[src/rtl/onehot_decoder_seq_pkg.sv]
// onehot_decoder_seq_pkg: shared state encodings, widths and the index-to-one-hot helper
package onehot_decoder_seq_pkg;

    typedef enum logic [1:0] {
        ST_IDLE  = 2'd0,
        ST_DRIVE = 2'd1,
        ST_GAP   = 2'd2
    } state_e;

    localparam int CNT_W  = 8;
    localparam int DATA_W = 3;
    localparam int OUT_W  = 8;

    function automatic logic [OUT_W-1:0] onehot(input logic [DATA_W-1:0] idx);
        return OUT_W'(1) << idx;
    endfunction

endpackage

[src/rtl/onehot_decoder_fifo.sv]
// onehot_decoder_fifo: DEPTH x 3-bit circular synchronous FIFO with occupancy count
module onehot_decoder_fifo
    import onehot_decoder_seq_pkg::*;
#(
    parameter int DEPTH = 4
) (
    input  logic                     clk,
    input  logic                     rst,
    input  logic                     push,
    input  logic [DATA_W-1:0]        din,
    input  logic                     pop,
    output logic [DATA_W-1:0]        dout,
    output logic                     full,
    output logic                     empty,
    output logic [$clog2(DEPTH):0]   level
);

    localparam int AW = $clog2(DEPTH);

    logic [DATA_W-1:0] mem_q [DEPTH];
    logic [DATA_W-1:0] mem_d [DEPTH];
    logic [AW-1:0]     wr_q, wr_d, rd_q, rd_d;
    logic [AW:0]       level_q, level_d;
    logic              do_push, do_pop;

    assign full    = level_q == (AW+1)'(DEPTH);
    assign empty   = level_q == '0;
    assign do_push = push && !full;
    assign do_pop  = pop && !empty;
    assign dout    = mem_q[rd_q];
    assign level   = level_q;

    // Pointers wrap for free because DEPTH is a power of two.
    always_comb begin
        mem_d = mem_q;
        if (do_push) mem_d[wr_q] = din;
        wr_d    = wr_q + AW'(do_push);
        rd_d    = rd_q + AW'(do_pop);
        level_d = level_q + (AW+1)'(do_push) - (AW+1)'(do_pop);
    end

    always_ff @(posedge clk) begin
        if (rst) begin
            mem_q   <= '{default: '0};
            wr_q    <= '0;
            rd_q    <= '0;
            level_q <= '0;
        end else begin
            mem_q   <= mem_d;
            wr_q    <= wr_d;
            rd_q    <= rd_d;
            level_q <= level_d;
        end
    end

endmodule

[src/rtl/onehot_decoder_seq.sv]
// onehot_decoder_seq: queued 3:8 decoder driving each index as a timed one-hot strobe
module onehot_decoder_seq
    import onehot_decoder_seq_pkg::*;
#(
    parameter int DEPTH       = 4,
    parameter int HOLD_CYCLES = 4,
    parameter int GAP_CYCLES  = 1
) (
    input  logic                     clk,
    input  logic                     rst,
    input  logic [DATA_W-1:0]        A,
    input  logic                     A_valid,
    output logic                     A_ready,
    output logic [OUT_W-1:0]         Y,
    output logic                     Valid,
    output logic [$clog2(DEPTH):0]   level
);

    localparam logic [CNT_W-1:0] HOLD_LOAD = CNT_W'(HOLD_CYCLES - 1);
    localparam logic [CNT_W-1:0] GAP_LOAD  = CNT_W'(GAP_CYCLES > 0 ? GAP_CYCLES - 1 : 0);
    localparam bit               HAS_GAP   = GAP_CYCLES > 0;

    state_e             state_q, state_d;
    logic [CNT_W-1:0]   cnt_q, cnt_d;
    logic [OUT_W-1:0]   y_q, y_d;
    logic               valid_q, valid_d;
    logic               push, pop, full, empty;
    logic [DATA_W-1:0]  head;

    assign A_ready = !rst && !full;
    assign push    = A_valid && A_ready;
    assign Y       = y_q;
    assign Valid   = valid_q;

    onehot_decoder_fifo #(.DEPTH(DEPTH)) u_fifo (
        .clk   (clk),
        .rst   (rst),
        .push  (push),
        .din   (A),
        .pop   (pop),
        .dout  (head),
        .full  (full),
        .empty (empty),
        .level (level)
    );

    always_ff @(posedge clk) begin
        if (rst) begin
            state_q <= ST_IDLE;
            cnt_q   <= '0;
            y_q     <= '0;
            valid_q <= 1'b0;
        end else begin
            state_q <= state_d;
            cnt_q   <= cnt_d;
            y_q     <= y_d;
            valid_q <= valid_d;
        end
    end

    // One counter serves both hold and gap phases since they never overlap.
    always_comb begin
        state_d = state_q;
        cnt_d   = cnt_q;
        pop     = 1'b0;
        case (state_q)
            ST_IDLE: begin
                if (!empty) begin
                    pop     = 1'b1;
                    state_d = ST_DRIVE;
                    cnt_d   = HOLD_LOAD;
                end
            end
            ST_DRIVE: begin
                if (cnt_q != '0) begin
                    cnt_d = cnt_q - 1'b1;
                end else if (HAS_GAP) begin
                    state_d = ST_GAP;
                    cnt_d   = GAP_LOAD;
                end else if (!empty) begin
                    pop   = 1'b1;
                    cnt_d = HOLD_LOAD;
                end else begin
                    state_d = ST_IDLE;
                end
            end
            ST_GAP: begin
                if (cnt_q != '0) begin
                    cnt_d = cnt_q - 1'b1;
                end else if (!empty) begin
                    pop     = 1'b1;
                    state_d = ST_DRIVE;
                    cnt_d   = HOLD_LOAD;
                end else begin
                    state_d = ST_IDLE;
                end
            end
            default: state_d = ST_IDLE;
        endcase
    end

    always_comb begin
        valid_d = state_d == ST_DRIVE;
        y_d     = pop ? onehot(head) : (valid_d ? y_q : '0);
    end

    assert property (@(posedge clk) disable iff (rst)
        !$isunknown(Y) && $onehot0(Y) && (Valid == (Y != '0)));

endmodule

[config.mk]
export PLATFORM = sky130hd
export DESIGN_NAME = onehot_decoder_seq
export DESIGN_NICKNAME = d
export VERILOG_FILES = /design/src/rtl/onehot_decoder_seq_pkg.sv /design/src/rtl/onehot_decoder_fifo.sv /design/src/rtl/onehot_decoder_seq.sv
export SDC_FILE = /design/constraint.sdc
export NUM_CORES = 1
export LEC_CHECK = 0
export CAP_MARGIN = 20
export CORE_AREA = 2 2 85 87
export CTS_CLUSTER_SIZE = 16
export DETAILED_ROUTE_END_ITERATION = 16
export DIE_AREA = 0 0 87 89
export HOLD_SLACK_MARGIN = 0.15
export PLACE_DENSITY = 0.52
export SLEW_MARGIN = 20
export SYNTH_ARGS = -nofsm -noshare
export SYNTH_HDL_FRONTEND = slang
export SYNTH_SLANG_ARGS = --single-unit
[constraint.sdc]
create_clock -name clk -period 5 [get_ports clk]
set_input_delay 0.75 -clock clk [delete_from_list [all_inputs] [get_ports clk]]
set_output_delay 0.75 -clock clk [all_outputs]
set_load 0.02 [all_outputs]
Word-level counts from Yosys, hierarchy flattened
Cells that the tools add are included.

storage, ports and cells
  flip-flop bits (word level) = 38
  bits of input ports = 6
  output and inout port bits = 13
  word-level logic and storage cells = 59

operators by class
  $add $sub $neg = 5
  $lt $le $gt $ge = 3
  eq/ne operators = 5
  shift-type cells = 1
  mux-type cells = 20
  bitwise gates (word level) = 2
  reduce and logical (&&, ||, !) cells = 12

operator list
  cell                   number
  $mux W8                5
  $pmux W8 S3            1
  $bwmux W12             1
  $mux W3                3
  $reduce_bool A8 Y1     1
  $shl A1 B3 Y8 const A  1
  $sub A8 B1 Y8 const B  1
  $bmux W3 S2            1
  $demux W3 S2           1
  $ge A3 B3 Y1 const B   2
  $mux W2                3
  $not A2 Y3             2
  $pmux W2 S3            1
  $logic_and A1 B1 Y1    5
  $add A2 B1 Y2          2
  $eq A2 B1 Y1 const B   2
  $add A3 B1 Y3          1
  $eq A3 B3 Y1 const B   1
  $logic_not A1 Y1       3
  $logic_not A3 Y1       1
  $lt A3 B1 Y1 const B   1
  $mux W1                3
  $reduce_bool A3 Y1     1
  $sub A3 B1 Y3          1
  other kinds (4)        4

Depth between registers and ports, before layout
Gate-level depths: netlist (run 1).

  depth after elaboration = 7
  gate-level depth with buffers = 12
  mapped depth without buffers = 12

Cells and area by module
From an unflattened synthesis (run 1), not the netlist that was laid out.

unflattened totals
  cell total of the unflattened synthesis = 203
  area, all modules = 1960.6 um^2

by module, submodules not included
  module               times used  cells an instance  area an instance (um^2)  seq. area each (um^2)
  onehot_decoder_seq   1           121                1068.5                   380.4
  onehot_decoder_fifo  1           82                 892.1                    380.4

Worst setup path before layout (run 1)
Ideal clock, no wire load.

  kind = input -> register
  start point = input rst
  end point = register u_fifo.level_q[2] (netlist: u_fifo.level[2])
  library setup time = 0.128 ns
  arrival = 2.585 ns
  data required time = 4.872 ns
  setup slack = 2.287 ns
  cell stages on the path = 10
  path buffers = 2
  cell sequence = clkbuf_1 -> clkbuf_1 -> nor2_1 -> and2_1 -> ha_1 -> inv_1 -> fa_1 -> xor2_1 -> xnor2_1 -> nor2_1

between the ends
  word-level cells in the longest chain between the ends = 6

RTL lines
  item                  RTL line                   source
  from (decl)           onehot_decoder_seq.sv:10   input logic rst,
  $logic_not A1 Y1      onehot_decoder_seq.sv:30   assign A_ready = !rst && !full;
  $logic_and A1 B1 Y1   onehot_decoder_seq.sv:30
  via A_ready           onehot_decoder_seq.sv:13   output logic A_ready,
  $logic_and A1 B1 Y1   onehot_decoder_seq.sv:31   assign push = A_valid && A_ready;
  $logic_and A1 B1 Y1   onehot_decoder_fifo.sv:28  assign do_push = push && !full;
  $add A3 B1 Y3         onehot_decoder_fifo.sv:39  level_d = level_q + (AW+1)'(do_push) - (AW+1)'(do_pop);
  $sub A3 B1 Y3         onehot_decoder_fifo.sv:39
  to (signal assigned)  onehot_decoder_fifo.sv:52  level_q <= level_d;
  to (decl)             onehot_decoder_fifo.sv:23  logic [AW:0] level_q, level_d;

The timed path passes the listed nets, and every way through them passes these cells.
A chain may end at the register's enable or synchronous reset.

Worst setup path in the final report (run 1)
  start point = input rst
  end point = output A_ready

between the ends
  word-level cells in the longest chain between the ends = 2

RTL lines
  item                 RTL line
  $logic_not A1 Y1     onehot_decoder_seq.sv:30
  $logic_and A1 B1 Y1  onehot_decoder_seq.sv:30
  to (decl)            onehot_decoder_seq.sv:13

Every way passes these cells.

==> impl_metrics.json, run 1 <==
{
  "overflow": 0,
  "fin_worst_skew_ps": 5.706,
  "finalWeightedCongestion": 0.7657,
  "synthesis.nets": 228,
  "cp_common_cell": "clkdlybuf4s50_1",
  "synth_edf_count": 0,
  "cp.required_ps": 4250,
  "yosys_most_used_dff": "dfxtp_1",
  "relSlewSlack_pct": 36.22,
  "worstRegToRegCells": 12,
  "rows": 30,
  "port_buffers": 18,
  "avgSynthCellArea_um2": 9.255,
  "drtAntennaViolNets": 0,
  "route.vias.total": 1701,
  "yosys_warnings": 0,
  "crit_buf_inv": 2,
  "async_flop_share_pct": 0,
  "hold_violations": 0,
  "path_class": "in2out",
  "grt_pass1_wl_um": 7769,
  "hold_end": "u_fifo.mem_q[11]",
  "syn_area_um2": 1981,
  "crit_family": "buffers and inverters",
  "cp.arrival_ps": 2430,
  "syn_to_final_growth_pct": 19.84,
  "power.density_nw_per_um2": 544.3,
  "internal_power_uw": 792.2,
  "power.leakage_uw": 0.0008043,
  "crit_path_end_kind": "output port",
  "seq_area_frac_synth_pct": 38.41,
  "grt_pass1_vias": 1520,
  "status": "complete, no violations",
  "insertion_delay_ps": 290,
  "holdCritPathClass": "reg2reg",
  "yosysMostFrequentCell": "dfxtp_1",
  "hold_depth": 2,
  "finalNetCount": 245,
  "setup_viol": 0,
  "drive_above_1_share_pct": 10.78,
  "synthCells": 214,
  "power.share.clock_pct": 24.6,
  "synth_top_area_share_pct": 38.41,
  "drtIter0Drc": 74,
  "cts_sinks": 38,
  "n_antenna_cell": 0,
  "critPathLaunchType": "primary input",
  "switching_power_uw": 499.8,
  "period_share_pct": 63.56,
  "fmax_ghz": 0.3147,
  "die_area_um2": 7743,
  "cts_tree": "done",
  "avgViaCountPerCell": 5.452,
  "grt_max_degree": 21,
  "critical_path.cell_chain": "clkdlybuf4s50_1 > nor2_1 > clkdlybuf4s50_1",
  "rsz0062_at_grt": "no",
  "tightestPinTransition_ps": 943.8,
  "ys_types": 51,
  "wl_um": 4512,
  "power_frac_seq_pct": 31.5,
  "synth_common_cells": "38 x dfxtp_1, 23 x a21oi_1, 19 x o21ai_0",
  "maxCapViolCount": 0,
  "wl_per_cell_um": 14.46,
  "drc_errors": 0,
  "synthTopCellsByArea": "dfxtp_1 38%, a21oi_1 5.8%, o21ai_0 4.8%",
  "rrSetupSlack_ps": 2170,
  "hpwl_um": 3220,
  "critPathSlowestCell": "clkdlybuf4s50_1",
  "core_um2": 6719,
  "pin_count": 19,
  "cts_hold_buf": 0,
  "timing.rr.start": "cnt_q[0]",
  "cts.repair.resized": 0,
  "post-cts-setup-buffer-count": 0,
  "synth.largest_area_cell": "dfxtp_1",
  "cts-htree-levels": 2,
  "ctsRootBufferMaster": "clkbuf_8",
  "antenna_found_initial": 0,
  "cts_buffers": 5,
  "ys_seq_elements": 38,
  "fp.dieW_um": 87,
  "slowest_delay_ps": 780,
  "cts_buffer_depth": 2,
  "holdWs_ps": 480.4,
  "reg2reg_to": "u_fifo.level[2]",
  "firstDrtPassIters": 4,
  "start_util_pct": 29.48,
  "min_period_ps": 3178,
  "crit_fanout": 20,
  "clk_pin_slew_ps": 80,
  "setup_tns_ps": 0,
  "die_height_um": 89,
  "drv_slew": 0,
  "swShare_pct": 38.69,
  "hp-start": "u_fifo.mem_q[11]",
  "grtUsageTotal_pct": 12.55,
  "pwr-share-comb_pct": 43.8,
  "ir_drop_v": 0.0002333
}
[worst max path at each step]
stage                 endpoint  depth (start not counted)  slack, ps  from
2_1_floorplan  u_fifo.level[2]                         10       2290   rst
3_3_place_gp           A_ready                          3       1870   rst
3_5_place_dp           A_ready                          3       1860   rst
4_1_cts                A_ready                          3       1870   rst
5_1_grt                A_ready                          3       1710   rst
6_report               A_ready                          3       1820   rst
[registers in the layout, summed over array words and instances (netlist names)]
name          flops
Valid             1
Y                 8
cnt_q             8
state_q           2
u_fifo.level      3
u_fifo.mem_q     12
u_fifo.rd_q       2
u_fifo.wr_q       2
[final cells by class]
type	count	area (um2)
Clock buffer	5	68.82
Clock inverter	3	68.82
Fill cell	684	4345
Inverter	10	37.54
Multi-Input combinational cell	157	1150
Sequential cell	38	760.7
Tap cell	80	100.1
Timing Repair Buffer	19	187.7
[through the flow]
stage	power [uW]	utilization, %	worst slack, ps	area, um2	instances
global placement	976.6	33.18	1868	2230	304
detailed placement	974.7	33.18	1856	2230	304
global route	1393	35.33	1707	2374	312
finish	1292	35.33	1822	2374	312
CTS	1300	35.23	1870	2367	312
floorplan	833.7	-	2287	1981	214
[cell families (layout without fill, tap and decap cells)]
group / count (synthesis) / after routing / synth area share (%)
AO/OA/AOI/OAI: 74 / 74 / 25.65
multiplexers: 3 / 3 / 3.411
flip-flops: 38 / 38 / 38.41
adder cells (fa/ha/maj): 8 / 8 / 5.433
AND/OR/NAND/NOR: 68 / 68 / 21.48
buffers and inverters: 19 / 37 / 3.854
XOR/XNOR: 4 / 4 / 1.769
[power by group through the flow]
stage               sequential, uW  clock, uW  combinational, uW
global placement               414          0                562
detailed placement             414          0                561
global route                   417        343                633
floorplan                      417          0                416
CTS                            407        328                564
finish                         408        318                566
[routing by layer]
metal	vias to the layer above	global-route usage (%)	wire, um
li1	851	-	-
met1	794	18.61	2344
met2	50	17.63	1851
met3	6	2.678	227
met4	0	4.830	89
met5	-	0	0
[worst min-delay path, stage by stage (launching register included)]
cell,delay [ps]
dfxtp_1,310
o21ai_0,60
a21oi_1,60
[cells in the final DEF, fill, tap and decap left out, types with 7 or more instances in the layout]
cell             instances
a21oi_1                 23
a32o_1                   8
clkdlybuf4s50_1         18
dfxtp_1                 38
ha_1                     7
inv_1                   10
nand3_1                 15
nor2_1                  10
o21ai_0                 19
Power figures use the tool's default switching activity.
==> inputs of run 2 (changes only) <==
Clock period 5 ns to 3.3 ns, I/O delays scaled along.
==> run 2 against run 1 <==
Against the previous run: highest routed layer unchanged; worst hold slack got worse by 1.9 ps; largest power group unchanged; utilization increased by 0.24 points; via count rose by 1.7%; non-clock buffer count increased by 3; critical path depth increased by 9.
==> impl_metrics.json, run 2 (same netlist as run 1, synthesis figures left out) <==
{
  "worstRegToRegCells": 12,
  "overflow": 0,
  "die_area_um2": 7743,
  "wl_um": 4570,
  "seqCellArea_um2": 760.7,
  "fp.dieW_um": 87,
  "drive_above_1_share_pct": 11.49,
  "setup_tns_ps": 0,
  "cts_hold_buf": 0,
  "cts-htree-levels": 2,
  "grtUsageTotal_pct": 13.18,
  "ctsRootBufferMaster": "clkbuf_8",
  "startpoint": "cnt_q[0]",
  "relSlewSlack_pct": 45.09,
  "cp-endpoint": "u_fifo.level[2]",
  "cts_tree": "done",
  "cp.required_ps": 3470,
  "min_period_ps": 2765,
  "avgViaCountPerCell": 5.492,
  "holdCritPathClass": "reg2reg",
  "path_class": "reg2reg",
  "critical_path.cell_chain": "inv_1 > ha_1 > nor4b_4 > a31o_2 > nand2_1 > o22ai_1 > ha_1 > inv_1 > fa_1 > xor2_1 > xnor2_1 > nor2_1",
  "start_util_pct": 29.48,
  "reg2reg_to": "u_fifo.level[2]",
  "rows": 30,
  "cp.arrival_ps": 2930,
  "power.leakage_uw": 0.0008179,
  "ir_drop_v": 0.0003758,
  "tightestPinTransition_ps": 818.6,
  "critPathSlowestCell": "nor4b_4",
  "crit_cells": 12,
  "regMostFlops": "u_fifo.mem_q",
  "post-cts-setup-buffer-count": 0,
  "power.density_nw_per_um2": 824.4,
  "drtAntennaViolNets": 0,
  "crit_path_end_kind": "flip-flop",
  "hold_violations": 0,
  "n_antenna_cell": 0,
  "drv_slew": 0,
  "rsz0062_at_grt": "no",
  "clk_pin_slew_ps": 80,
  "cts_buffers": 5,
  "antenna_found_initial": 0,
  "insertion_delay_ps": 290,
  "drc_errors": 0,
  "holdWs_ps": 478.5,
  "grt_pass1_wl_um": 7997,
  "fin_ws_ps": 535.0,
  "multiInputGateArea_um2": 1144,
  "largest_reg_flops": 12,
  "layout_common_cells": "38 x dfxtp_1, 23 x a21oi_1, 19 x o21ai_0",
  "drtIter0Drc": 104,
  "slowest_delay_ps": 460,
  "maxCapViolCount": 0,
  "hpwl_um": 3149,
  "fillCellCount": 674,
  "wl_per_cell_um": 14.51,
  "port_buffers": 18,
  "cts_buffer_depth": 2,
  "die_height_um": 89,
  "placed_area_um2": 2252,
  "firstDrtPassIters": 4,
  "crit_buf_inv": 2,
  "cts.repair.resized": 0,
  "core_um2": 6719,
  "timing.rr.start": "cnt_q[0]",
  "finalWeightedCongestion": 0.7801,
  "crit_fanout": 9,
  "cts_sinks": 38,
  "grt_pass1_vias": 1627,
  "layout_commonest_cell": "dfxtp_1",
  "setup_viol": 0,
  "pre_cts_ws_ps": 564.2,
  "finalNetCount": 248,
  "crit_family": "adder cells",
  "critPathLaunchType": "flip-flop",
  "route.vias.total": 1730,
  "rrSetupSlack_ps": 540,
  "grt_max_degree": 35,
  "pin_count": 19,
  "fin_worst_skew_ps": 6.685,
  "syn_to_final_growth_pct": 20.66,
  "final_design_area_no_fill_um2": 2390,
  "period_share_pct": 83.79,
  "fmax_ghz": 0.3617,
  "fin_util_pct": 35.57,
  "status": "complete, no violations"
}
run 2: cell types whose count changed in the layout (fill, tap and decap cells not counted):
cell	before	now
buf_4	1	4
nor4b_1	2	3
nor4b_2	1	0
run 2: worst min-delay path: stages (launching register included):
cell	delay [ps]
dfxtp_1	310
o21ai_0	60
a21oi_1	60
run 2: power breakdown:
part           switching, uW  internal [uW]  total, uW
registers               86.2            528        614
logic                    497            381        879
clock network            174            303        477
total                    758           1210       1970
run 2: how the worst min path moves through the flow:
stage	start	endpoint	cells after the start
6_report	u_fifo.mem_q[5]	u_fifo.mem_q[5]	2
5_1_grt	u_fifo.mem_q[1]	u_fifo.mem_q[1]	2
4_1_cts	u_fifo.mem_q[5]	u_fifo.mem_q[5]	2
3_5_place_dp	u_fifo.mem_q[5]	u_fifo.mem_q[5]	2
3_3_place_gp	u_fifo.mem_q[3]	u_fifo.mem_q[3]	2
2_1_floorplan	u_fifo.mem_q[3]	u_fifo.mem_q[3]	2
run 2: layout make-up:
class | instances | area share [%]
timing repair buffer | 22 | 8.796
clock inverter | 3 | 2.880
sequential | 38 | 31.83
multi-input combinational | 157 | 47.85
inverter | 10 | 1.571
tap | 80 | 4.188
clock buffer | 5 | 2.880
run 2: metal layers:
| metal | routed length (um) | GRT usage, % |
|---|---|---|
| met1 | 2342 | 18.68 |
| met5 | 0 | 0 |
| met4 | 69 | 5.114 |
| met2 | 2009 | 19.22 |
| met3 | 149 | 3.232 |
run 2: metrics by stage:
step,instances,total power (uW)
after floorplan,214,1263
after global placement,307,1506
after detailed placement,307,1494
after CTS,315,1988
after global routing,315,2133
final,315,1970
==> inputs of run 3 (changes only) <==
Clock period 3.3 ns to 2.85 ns, I/O delays scaled along.
==> run 3 against run 2 <==
Against the previous run: sequential cell count did not move; final area fell by 1.2%; worst hold slack got worse by 3.6 ps; utilization is 0.41 points lower; clock skew shrank 3.8 ps; non-clock buffer count rose by 2; wire length down 2.5%; die area unchanged; sequential share of layout area grew 0.37 points; first-iteration DRC count fell by 0.96%; critical endpoint unchanged; largest cell class unchanged; largest power group unchanged.
==> impl_metrics.json, run 3 (same netlist as run 1, synthesis figures left out) <==
{
  "status": "complete, no violations",
  "post-cts-setup-buffer-count": 0,
  "critical_path.cell_chain": "inv_1 > ha_1 > nor4b_4 > a31o_2 > nand2_1 > o22ai_1 > ha_1 > inv_1 > fa_1 > xor2_1 > xnor2_1 > nor2_1",
  "regMostFlops": "u_fifo.mem_q",
  "insertion_delay_ps": 290,
  "port_buffers": 18,
  "drtIter0Drc": 103,
  "grt_util_met1_pct": 18.74,
  "multiInputGateArea_um2": 1144,
  "cp.required_ps": 3030,
  "power.density_nw_per_um2": 905.2,
  "pin_count": 19,
  "route.vias.total": 1715,
  "wl_um": 4455,
  "cts_hold_buf": 0,
  "seqCellArea_um2": 760.7,
  "crit_path_end_kind": "flip-flop",
  "met2_usage_pct": 17.42,
  "syn_to_final_growth_pct": 19.27,
  "die_height_um": 89,
  "tightestPinTransition_ps": 580.3,
  "setup_tns_ps": 0,
  "drc_errors": 0,
  "avgViaCountPerCell": 5.410,
  "setup_viol": 0,
  "hp-start": "u_fifo.mem_q[10]",
  "core_um2": 6719,
  "relSlewSlack_pct": 61.32,
  "groute.layer.met3.usage_pct": 2.770,
  "start_util_pct": 29.48,
  "critPathLaunchType": "flip-flop",
  "switching_power_uw": 875.5,
  "critPathSlowestCell": "fa_1",
  "finalNetCount": 250,
  "firstDrtPassIters": 4,
  "wl_per_cell_um": 14.05,
  "internal_power_uw": 1263,
  "grtUsageTotal_pct": 12.54,
  "fp.dieW_um": 87,
  "holdCritPathClass": "reg2reg",
  "hpwl_um": 3183,
  "cts_tree": "done",
  "timing.rr.start": "cnt_q[0]",
  "layout_commonest_cell": "dfxtp_1",
  "die_area_um2": 7743,
  "slowest_delay_ps": 370,
  "grt_pass1_wl_um": 7631,
  "drive_above_1_share_pct": 12.24,
  "fin_worst_skew_ps": 2.908,
  "rsz0062_at_grt": "no",
  "period_share_pct": 88.89,
  "fmax_ghz": 0.3947,
  "cts-htree-levels": 2,
  "cts_sinks": 38,
  "n_antenna_cell": 0,
  "rows": 30,
  "drv_slew": 0,
  "power.leakage_uw": 0.0008069,
  "cts.repair.resized": 0,
  "startpoint": "cnt_q[0]",
  "overflow": 0,
  "busiest_layer": "met1",
  "largest_reg_flops": 12,
  "min_period_ps": 2533,
  "hold_violations": 0,
  "layout_common_cells": "38 x dfxtp_1, 23 x a21oi_1, 19 x o21ai_0",
  "grt_pass1_vias": 1522,
  "holdWs_ps": 474.9,
  "swShare_pct": 40.94,
  "cp.arrival_ps": 2710,
  "path_class": "reg2reg",
  "finalWeightedCongestion": 0.7941,
  "power.share.clock_pct": 18.7,
  "cts_buffers": 5,
  "clk_pin_slew_ps": 80,
  "crit_fanout": 5,
  "ctsRootBufferMaster": "clkbuf_8",
  "pwr-share-comb_pct": 48.1,
  "power_frac_seq_pct": 33.3,
  "ir_drop_v": 0.0003839,
  "cts_buffer_depth": 2,
  "fillCellCount": 696,
  "antenna_found_initial": 0,
  "maxCapViolCount": 0,
  "grt_max_degree": 35,
  "drtAntennaViolNets": 0
}
run 3: cell types whose count changed in the layout (fill, tap and decap cells not counted), sizes merged:
cell	change
buf	+2
bufinv	-2
clkbuf	+1
clkinvlp	+1
run 3: final timing paths:
kind | endpoint | slack, ps | depth (start not counted)
setup / recovery | u_fifo.level[2] | 320 | 12
hold / removal | u_fifo.mem_q[10] | 470 | 2
setup reg to reg | u_fifo.level[2] | 320 | 12
hold reg to reg | u_fifo.mem_q[10] | 470 | 2
run 3: metal layers:
layer / part of all wire, % / vias up
met5: 0 / -
met4: 1.5 / 0
met3: 4.2 / 5
met2: 42 / 38
met1: 53 / 810
li1: - / 862
run 3: final cells by class:
| cell class | instances | share of cell area (%) |
|---|---|---|
| Clock buffer | 6 | 3.496 |
| Clock inverter | 2 | 0.5297 |
| Timing Repair Buffer | 24 | 9.534 |
| Multi-Input combinational cell | 157 | 48.41 |
| Inverter | 10 | 1.589 |
| Tap cell | 80 | 4.237 |
| Sequential cell | 38 | 32.20 |
run 3: per-stage QoR:
step	area, um2	utilization [%]	power, uW	std cells	worst slack [ps]
after floorplan	1981	-	1463	214	355.9
after global placement	2267	33.74	1773	309	422.8
after detailed placement	2267	33.74	1751	309	328.2
after CTS	2362	35.16	2159	317	313.1
after global routing	2362	35.16	2328	317	85.08
final	2362	35.16	2138	317	316.7
run 3: critical path: cells and delay by family, from the launching register on:
kind / cells / cell delay [ps]
AOI/OAI and AO/OA: 2 / 450
xor gates and xnor gates: 2 / 310
adders and majority gates: 3 / 760
buffers and inverters: 2 / 130
DFF: 1 / 340
and+or+nand+nor: 3 / 430
run 3: power by group through the flow:
stage	Clock, uW	Sequential [uW]	Combinational [uW]
floorplan	0	732	730
global placement	0	723	1050
detailed placement	0	727	1020
CTS	414	715	1030
global route	439	730	1160
finish	399	711	1030
